### src/rtl/fetch_stall_controller_if.sv
// fetch_stall_controller_if: command/status bundle between Decode/Memory, the stall controller and Fetch.
interface fetch_stall_controller_if #(
   parameter int PC_WIDTH  = 16,
   parameter int CNT_WIDTH = 16
);
   logic                 I_LOCK;
   logic                 I_FRAMESTALL;
   logic                 I_DepStallSignal;
   logic                 I_BranchStallSignal;
   logic                 I_BranchAddrSelect;
   logic [PC_WIDTH-1:0]  I_BranchPC;
   logic                 O_PCWrite;
   logic                 O_PCSel;
   logic [PC_WIDTH-1:0]  O_NextPC;
   logic                 O_FetchStall;
   logic [2:0]           O_State;
   logic                 O_BranchTimeout;
   logic [CNT_WIDTH-1:0] O_StallCount;
   modport master (
      input  I_LOCK, I_FRAMESTALL, I_DepStallSignal, I_BranchStallSignal, I_BranchAddrSelect, I_BranchPC,
      output O_PCWrite, O_PCSel, O_NextPC, O_FetchStall, O_State, O_BranchTimeout, O_StallCount
   );
   modport slave (
      output I_LOCK, I_FRAMESTALL, I_DepStallSignal, I_BranchStallSignal, I_BranchAddrSelect, I_BranchPC,
      input  O_PCWrite, O_PCSel, O_NextPC, O_FetchStall, O_State, O_BranchTimeout, O_StallCount
   );
endinterface

### src/rtl/fetch_stall_controller.sv
// fetch_stall_controller: fetch sequencing FSM merging redirect, frame, branch and dependency stalls.
module fetch_stall_controller #(
   parameter int PC_WIDTH   = 16,
   parameter int BR_TIMEOUT = 8,
   parameter int CNT_WIDTH  = 16
) (
   input logic I_CLOCK,
   input logic I_RESET,
   fetch_stall_controller_if.master bus
);
   localparam logic [2:0] IDLE = 3'd0, RUN = 3'd1, DEP = 3'd2, BRWAIT = 3'd3, REDIR = 3'd4, FRAME = 3'd5;
   localparam int WW = $clog2(BR_TIMEOUT + 1);
   logic [2:0]           state_q, state_d, saved_q, saved_d;
   logic                 pcwrite_q, pcwrite_d, pcsel_q, pcsel_d, fstall_q, fstall_d;
   logic                 timeout_q, timeout_d, pend_q, pend_d;
   logic [PC_WIDTH-1:0]  npc_q, npc_d;
   logic [WW-1:0]        wait_q, wait_d;
   logic [CNT_WIDTH-1:0] cnt_q, cnt_d;
   always_comb begin
      state_d   = state_q;
      saved_d   = saved_q;
      pend_d    = pend_q;
      wait_d    = wait_q;
      npc_d     = npc_q;
      timeout_d = timeout_q;
      if (!bus.I_LOCK) begin
         state_d = IDLE;
         pend_d  = 1'b0;
         wait_d  = '0;
      end else if (state_q == IDLE) begin
         state_d = RUN;
      end else if (bus.I_BranchAddrSelect) begin
         npc_d   = bus.I_BranchPC;
         wait_d  = '0;
         pend_d  = state_q == FRAME && bus.I_FRAMESTALL;
         state_d = (state_q == FRAME && bus.I_FRAMESTALL) ? FRAME : REDIR;
      end else if (state_q == FRAME) begin
         state_d = bus.I_FRAMESTALL ? FRAME : pend_q ? REDIR : saved_q;
         pend_d  = pend_q && bus.I_FRAMESTALL;
      end else if (bus.I_FRAMESTALL) begin
         // a redirect already issued resumes as plain RUN after the freeze
         state_d = FRAME;
         saved_d = (state_q == REDIR) ? RUN : state_q;
      end else if (state_q == RUN) begin
         state_d = bus.I_DepStallSignal ? DEP : bus.I_BranchStallSignal ? BRWAIT : RUN;
      end else if (state_q == DEP) begin
         state_d = bus.I_DepStallSignal ? DEP : bus.I_BranchStallSignal ? BRWAIT : RUN;
      end else if (state_q == BRWAIT) begin
         timeout_d = timeout_q || wait_q == WW'(BR_TIMEOUT - 1);
         state_d   = (wait_q == WW'(BR_TIMEOUT - 1)) ? RUN : BRWAIT;
         wait_d    = (wait_q == WW'(BR_TIMEOUT - 1)) ? '0 : wait_q + WW'(1);
      end else begin
         state_d = RUN;
      end
      pcwrite_d = state_d == RUN || state_d == REDIR;
      pcsel_d   = (state_d == FRAME) ? pcsel_q : state_d == REDIR;
      fstall_d  = (state_d == FRAME) ? fstall_q : (state_d == IDLE || state_d == BRWAIT);
      cnt_d     = (state_d inside {DEP, BRWAIT, FRAME} && cnt_q != '1) ? cnt_q + CNT_WIDTH'(1) : cnt_q;
   end
   always_ff @(negedge I_CLOCK) begin
      if (I_RESET) begin
         state_q   <= IDLE;
         saved_q   <= RUN;
         pcwrite_q <= 1'b0;
         pcsel_q   <= 1'b0;
         fstall_q  <= 1'b1;
         timeout_q <= 1'b0;
         pend_q    <= 1'b0;
         npc_q     <= '0;
         wait_q    <= '0;
         cnt_q     <= '0;
      end else begin
         state_q   <= state_d;
         saved_q   <= saved_d;
         pcwrite_q <= pcwrite_d;
         pcsel_q   <= pcsel_d;
         fstall_q  <= fstall_d;
         timeout_q <= timeout_d;
         pend_q    <= pend_d;
         npc_q     <= npc_d;
         wait_q    <= wait_d;
         cnt_q     <= cnt_d;
      end
   end
   assign bus.O_PCWrite       = pcwrite_q;
   assign bus.O_PCSel         = pcsel_q;
   assign bus.O_NextPC        = npc_q;
   assign bus.O_FetchStall    = fstall_q;
   assign bus.O_State         = state_q;
   assign bus.O_BranchTimeout = timeout_q;
   assign bus.O_StallCount    = cnt_q;
endmodule
### src/flat_wrapper.sv
// flat-port wrapper written by rule: the top's interface ports become plain ports
module fetch_stall_controller_flat 
#(
   parameter int PC_WIDTH   = 16,
   parameter int BR_TIMEOUT = 8,
   parameter int CNT_WIDTH  = 16
)
  (I_CLOCK, I_RESET, bus_I_LOCK, bus_I_FRAMESTALL, bus_I_DepStallSignal, bus_I_BranchStallSignal, bus_I_BranchAddrSelect, bus_I_BranchPC, bus_O_PCWrite, bus_O_PCSel, bus_O_NextPC, bus_O_FetchStall, bus_O_State, bus_O_BranchTimeout, bus_O_StallCount);
  fetch_stall_controller_if #(.PC_WIDTH(PC_WIDTH), .CNT_WIDTH(CNT_WIDTH)) bus_i ();
  input logic I_CLOCK;
  input logic I_RESET;
  input wire logic [$bits(bus_i.I_LOCK)-1:0] bus_I_LOCK;
  input wire logic [$bits(bus_i.I_FRAMESTALL)-1:0] bus_I_FRAMESTALL;
  input wire logic [$bits(bus_i.I_DepStallSignal)-1:0] bus_I_DepStallSignal;
  input wire logic [$bits(bus_i.I_BranchStallSignal)-1:0] bus_I_BranchStallSignal;
  input wire logic [$bits(bus_i.I_BranchAddrSelect)-1:0] bus_I_BranchAddrSelect;
  input wire logic [$bits(bus_i.I_BranchPC)-1:0] bus_I_BranchPC;
  output wire logic [$bits(bus_i.O_PCWrite)-1:0] bus_O_PCWrite;
  output wire logic [$bits(bus_i.O_PCSel)-1:0] bus_O_PCSel;
  output wire logic [$bits(bus_i.O_NextPC)-1:0] bus_O_NextPC;
  output wire logic [$bits(bus_i.O_FetchStall)-1:0] bus_O_FetchStall;
  output wire logic [$bits(bus_i.O_State)-1:0] bus_O_State;
  output wire logic [$bits(bus_i.O_BranchTimeout)-1:0] bus_O_BranchTimeout;
  output wire logic [$bits(bus_i.O_StallCount)-1:0] bus_O_StallCount;
  assign bus_i.I_LOCK = bus_I_LOCK;
  assign bus_i.I_FRAMESTALL = bus_I_FRAMESTALL;
  assign bus_i.I_DepStallSignal = bus_I_DepStallSignal;
  assign bus_i.I_BranchStallSignal = bus_I_BranchStallSignal;
  assign bus_i.I_BranchAddrSelect = bus_I_BranchAddrSelect;
  assign bus_i.I_BranchPC = bus_I_BranchPC;
  assign bus_O_PCWrite = bus_i.O_PCWrite;
  assign bus_O_PCSel = bus_i.O_PCSel;
  assign bus_O_NextPC = bus_i.O_NextPC;
  assign bus_O_FetchStall = bus_i.O_FetchStall;
  assign bus_O_State = bus_i.O_State;
  assign bus_O_BranchTimeout = bus_i.O_BranchTimeout;
  assign bus_O_StallCount = bus_i.O_StallCount;
  fetch_stall_controller #(.PC_WIDTH(PC_WIDTH), .BR_TIMEOUT(BR_TIMEOUT), .CNT_WIDTH(CNT_WIDTH)) u_core (.I_CLOCK(I_CLOCK), .I_RESET(I_RESET), .bus(bus_i));
endmodule
### config.mk
export PLATFORM = sky130hd
export DESIGN_NAME = fetch_stall_controller_flat
export DESIGN_NICKNAME = d
export VERILOG_FILES = /design/src/rtl/fetch_stall_controller_if.sv /design/src/rtl/fetch_stall_controller.sv /design/src/flat_wrapper.sv
export SDC_FILE = /design/constraint.sdc
export NUM_CORES = 1
export LEC_CHECK = 0
export CAP_MARGIN = 20
export CORE_AREA = 4 4 77 79
export CTS_CLUSTER_SIZE = 20
export DETAILED_ROUTE_END_ITERATION = 8
export DIE_AREA = 0 0 81 83
export GPL_ROUTABILITY_DRIVEN = 1
export PLACE_DENSITY = 0.76
export SETUP_SLACK_MARGIN = 0.2
export SYNTH_ARGS = -nofsm -noshare
export SYNTH_HDL_FRONTEND = slang
export SYNTH_SLANG_ARGS = --single-unit
### constraint.sdc
create_clock -name I_CLOCK -period 2.86 [get_ports I_CLOCK]
set_input_delay 0.572 -clock I_CLOCK [delete_from_list [all_inputs] [get_ports I_CLOCK]]
set_output_delay 0.572 -clock I_CLOCK [all_outputs]
set_load 0.005 [all_outputs]
==> flow_summary.rst <==
.. list-table::
   :header-rows: 1

   * - Metric
     - Value
   * - Run status
     - finished with violations
   * - Violations in the final reports
     - setup timing
   * - Gate power share
     - 14.6%
   * - Slowest-stage cell, CP
     - sky130_fd_sc_hd__a211o_1
   * - Most common cell after layout, fill and taps aside
     - sky130_fd_sc_hd__buf_4
   * - First-pass iteration count of the detailed router
     - 4
   * - Most instantiated flip-flop cell in the synthesis netlist
     - sky130_fd_sc_hd__dfxtp_1
   * - Number of synthesized register bits
     - 47
   * - Critical path endpoint
     - u_core.bus.O_StallCount[8]
   * - Sequential share of power
     - 40.4%
   * - Class of the most critical setup path
     - input pin to flop
   * - Wire length of the first global-routing pass
     - roughly 14 mm
   * - Setup violators final
     - 22
   * - Number of cells produced by synthesis
     - 299
   * - Residual antenna-violating net count after detailed routing
     - 0
   * - Sequential fraction of the synthesis area
     - 37.2%
   * - Async set or reset register ratio after synthesis
     - 0%
   * - Startpoint of the worst-slack reg-to-reg timing path
     - u_core.bus.O_StallCount[3]
   * - Final-report max-slew violation count
     - 0
   * - Commonest non-fill, non-tap cells in the layout
     - 55 x sky130_fd_sc_hd__buf_4, 52 x sky130_fd_sc_hd__inv_1, 36 x sky130_fd_sc_hd__dfxtp_2
   * - Number of antenna violations at the first check in global routing
     - 0
   * - Capture point of the worst reg-to-reg path
     - u_core.bus.O_StallCount[13]
   * - Ant diodes
     - 0
   * - Cell depth of the worst flop-to-flop path
     - 8
   * - Transition time at the pin with the least slew margin
     - between 500 and 600 ps
   * - Combined global-route utilization of all metal layers
     - ~26%
   * - Unrepaired setup endpoints after global routing
     - true
   * - Number of buffers on the longest clock path
     - 2
   * - Avg Vias per Cell
     - 5.70
   * - TritonCTS Buffers
     - 5
   * - Tightest Hold Check Type
     - flop to flop
   * - Clock tree from TritonCTS
     - done
   * - CTS Sinks
     - 47
   * - Cell at the root of the clock tree
     - sky130_fd_sc_hd__clkbuf_8
   * - Leak
     - 2.00 nW
   * - Maximum fanout along the worst path
     - 15
   * - P_int
     - 0.00105 W
   * - Number of nets in the layout
     - 494
   * - Die width
     - 81 um
   * - Clk_lat worst skew
     - ~410 ps
   * - Fin. Hold Viols
     - 0
   * - Count of yosys warnings during synthesis
     - 0
   * - Register clock-pin slew on the reported worst setup and hold paths
     - 40 ps
   * - Floorplan core area
     - 0.00534 sq mm
   * - Critical Path Source Type
     - input pin
   * - Number of ports placed on the die boundary
     - a little over 60
   * - Floorplan die area
     - 0.00672 sq mm
   * - Library cells used by synthesis
     - 64
   * - Clock share of power
     - 45.0%
   * - Number of synthesized flops with an enable pin
     - 0
   * - Synthesis-to-finish area growth
     - 72.6%
   * - Worst IR Drop VDD
     - 207 uV
   * - Critical path buffer and inverter count
     - 5
   * - CP required
     - 1730 ps
   * - Starting utilization of the core area
     - 47.4%
   * - Worst slew margin
     - a little over 60%
   * - Cell-by-cell listing of the critical path
     - buf_6, buf_4, nor3b_4, o21bai_1, a21oi_2, buf_4, buf_4, o21bai_4, buf_12, a211o_1, a211oi_2
   * - Overall overflow remaining after global route
     - 0
   * - Min setup slack post-route
     - -685 ps
   * - Detailed-route via count
     - slightly above 3000
   * - CP delay by family, top
     - compound AO/OA/AOI/OAI gates
   * - Switching part of the total
     - 37.1%
   * - PnR Total Power
     - approximately 0.0017 W
   * - Count of buffers from port buffering
     - around 60
   * - Type of destination of the critical path
     - flop
   * - Count of cell instances traversed by the critical path
     - 11
   * - Total length of routed wires
     - between 9 and 10 mm
   * - Pre-CTS worst setup slack
     - -1400 ps
   * - Worst clock skew on the final layout
     - 41.5 ps
   * - Vert. Die Dim
     - just over 80 um
   * - Share of layout cells above drive strength 1
     - 53.0%
   * - Maximum number of pins on one net before global-route repair
     - 22
   * - DRC violations left
     - 0
   * - DR WL/cell
     - 18.1 um
   * - Layout filler cell count
     - between 300 and 400
   * - Row count
     - 27
   * - Half-perimeter wire length after detailed placement
     - 4.94 mm
   * - Cell area after synthesis
     - roughly 0.0025 sq mm
   * - Final GP Congestion
     - 0.816
   * - Net load switching power
     - 0.000622 W
   * - Setup_tns
     - -12120 ps
   * - Number of global-route vias before repair
     - 3209
   * - Avg Cell Area, Syn
     - 8.45 sq um
   * - Critical path's largest stage delay
     - 260 ps
   * - Number of max-capacitance violations reported
     - 0
   * - CP most frequent cell
     - sky130_fd_sc_hd__buf_4
   * - R2R Setup Slk
     - roughly 360 ps
   * - P per Cell Area
     - 384 mW/mm^2
   * - Critical path origin
     - bus_I_BranchAddrSelect
   * - Syn Nets
     - 324
   * - Arrival time of the worst setup path
     - between 2000 and 2500 ps
   * - Clock H-tree levels
     - 2
   * - Number of DRC markers after the initial detailed-route iteration
     - just under 200
## cells by family (layout without fill, tap and decap cells)
family                     count (synthesis)  in the layout  share of synthesized area, %
AOI/OAI and AO/OA                         75             76                          22.2
xor gates and xnor gates                   1              1                         0.347
adders and majority gates                  2              2                         0.990
buffers and inverters                     22            192                          5.20
DFF                                       47             47                          37.2
muxes                                     16             16                          7.23
and+or+nand+nor                          136            136                          26.8
## metrics by stage
stage	cells	hold WS [ps]	area [sq um]	utilization, %
floorplan	299	426	2650	-
global placement	467	442	3580	67.2
detailed placement	467	448	3580	67.2
CTS	541	448	4130	77.3
global route	542	493	4360	81.7
finish	542	472	4360	81.7
## power by group through the flow
stage	logic (W)	clock network, W	registers, W
after floorplan	0.0000880	0.000102	0.000687
after global placement	0.000179	0.000102	0.000685
after detailed placement	0.000183	0.000102	0.000685
after CTS	0.000215	0.000716	0.000675
after global routing	0.000257	0.000832	0.000675
final	0.000245	0.000753	0.000675
## synth_stat cells (all sizes together), types with 2 or more instances
library cell / number / area [sq um]
a2111oi: 2 / 37.5
o22ai: 4 / 25.0
and3b: 2 / 18.8
nand3: 10 / 50.1
nor2: 30 / 120
nand3b: 2 / 15.0
a211oi: 5 / 37.5
a22oi: 2 / 15.0
and3: 4 / 25.0
nand2b: 5 / 31.3
mux2i: 4 / 40.0
nor3b: 4 / 30.0
nand2: 48 / 183
ha: 2 / 25.0
a21oi: 29 / 153
o31ai: 2 / 15.0
dfxtp: 47 / 941
o21bai: 3 / 33.8
inv: 6 / 22.5
clkbuf: 8 / 30.0
nor3: 7 / 35.0
buf: 6 / 60.1
o2111ai: 3 / 43.8
nor4: 2 / 18.8
o21a: 2 / 15.0
or2: 2 / 12.5
o211ai: 3 / 22.5
a211o: 3 / 27.5
mux2: 12 / 143
and2: 2 / 12.5
a31oi: 2 / 12.5
nor2b: 12 / 75.1
o21ai: 6 / 30.0
## sequential cells by signal, summed over array words and instances (netlist names), 3 cells and up
name and cells:
u_core.bus.O_NextPC 16, u_core.bus.O_State 3, u_core.saved_q 3, u_core.bus.O_StallCount 16
u_core.wait_q 4
## final cells by class
| cell class | instances | area (sq um) | share of cell area [%] |
|---|---|---|---|
| Sequential cell | 47 | 990 | 22.7 |
| Inverter | 5 | 18.8 | 0.430 |
| Tap cell | 72 | 90.1 | 2.06 |
| Timing Repair Buffer | 132 | 1150 | 26.4 |
| Multi-Input combinational cell | 231 | 1850 | 42.3 |
| Clock buffer | 5 | 68.8 | 1.58 |
| Clock inverter | 50 | 199 | 4.56 |
## per-layer routing
layer | track usage (%) | vias to the layer above | part of all wire [%]
li1 | - | 1405 | -
met1 | 28.0 | 1473 | 37
met2 | 44.6 | 165 | 51
met3 | 6.94 | 45 | 6.7
met4 | 12.1 | 0 | 4.7
met5 | 0 | - | 0
## how the worst min path moves through the flow
stage | start | end | slack [ps] | cells after the start
finish | u_core.bus.O_NextPC[15] | u_core.bus.O_NextPC[15] | 470 | 2
global route | u_core.bus.O_NextPC[6] | u_core.bus.O_NextPC[6] | 490 | 2
CTS | u_core.bus.O_NextPC[7] | u_core.bus.O_NextPC[7] | 450 | 2
detailed placement | u_core.bus.O_NextPC[0] | u_core.bus.O_NextPC[0] | 450 | 2
global placement | u_core.bus.O_NextPC[8] | u_core.bus.O_NextPC[8] | 440 | 2
floorplan | u_core.saved_q[0] | u_core.saved_q[0] | 430 | 2
## tightest hold or removal path: cells and delay by family (launching register included)
family / cells / cell delay (ps)
compound gates: 1 / 50
flops: 1 / 310
simple gates: 1 / 70
## what timing repair did
item	in CTS	in global routing
gates cloned	2	0
setup endpoints to repair	86	83
pin swaps	16	17
gates resized for setup	277	46
buffers inserted	18	1
hold buffers	0	0
(Power assumes the default switching activity.)
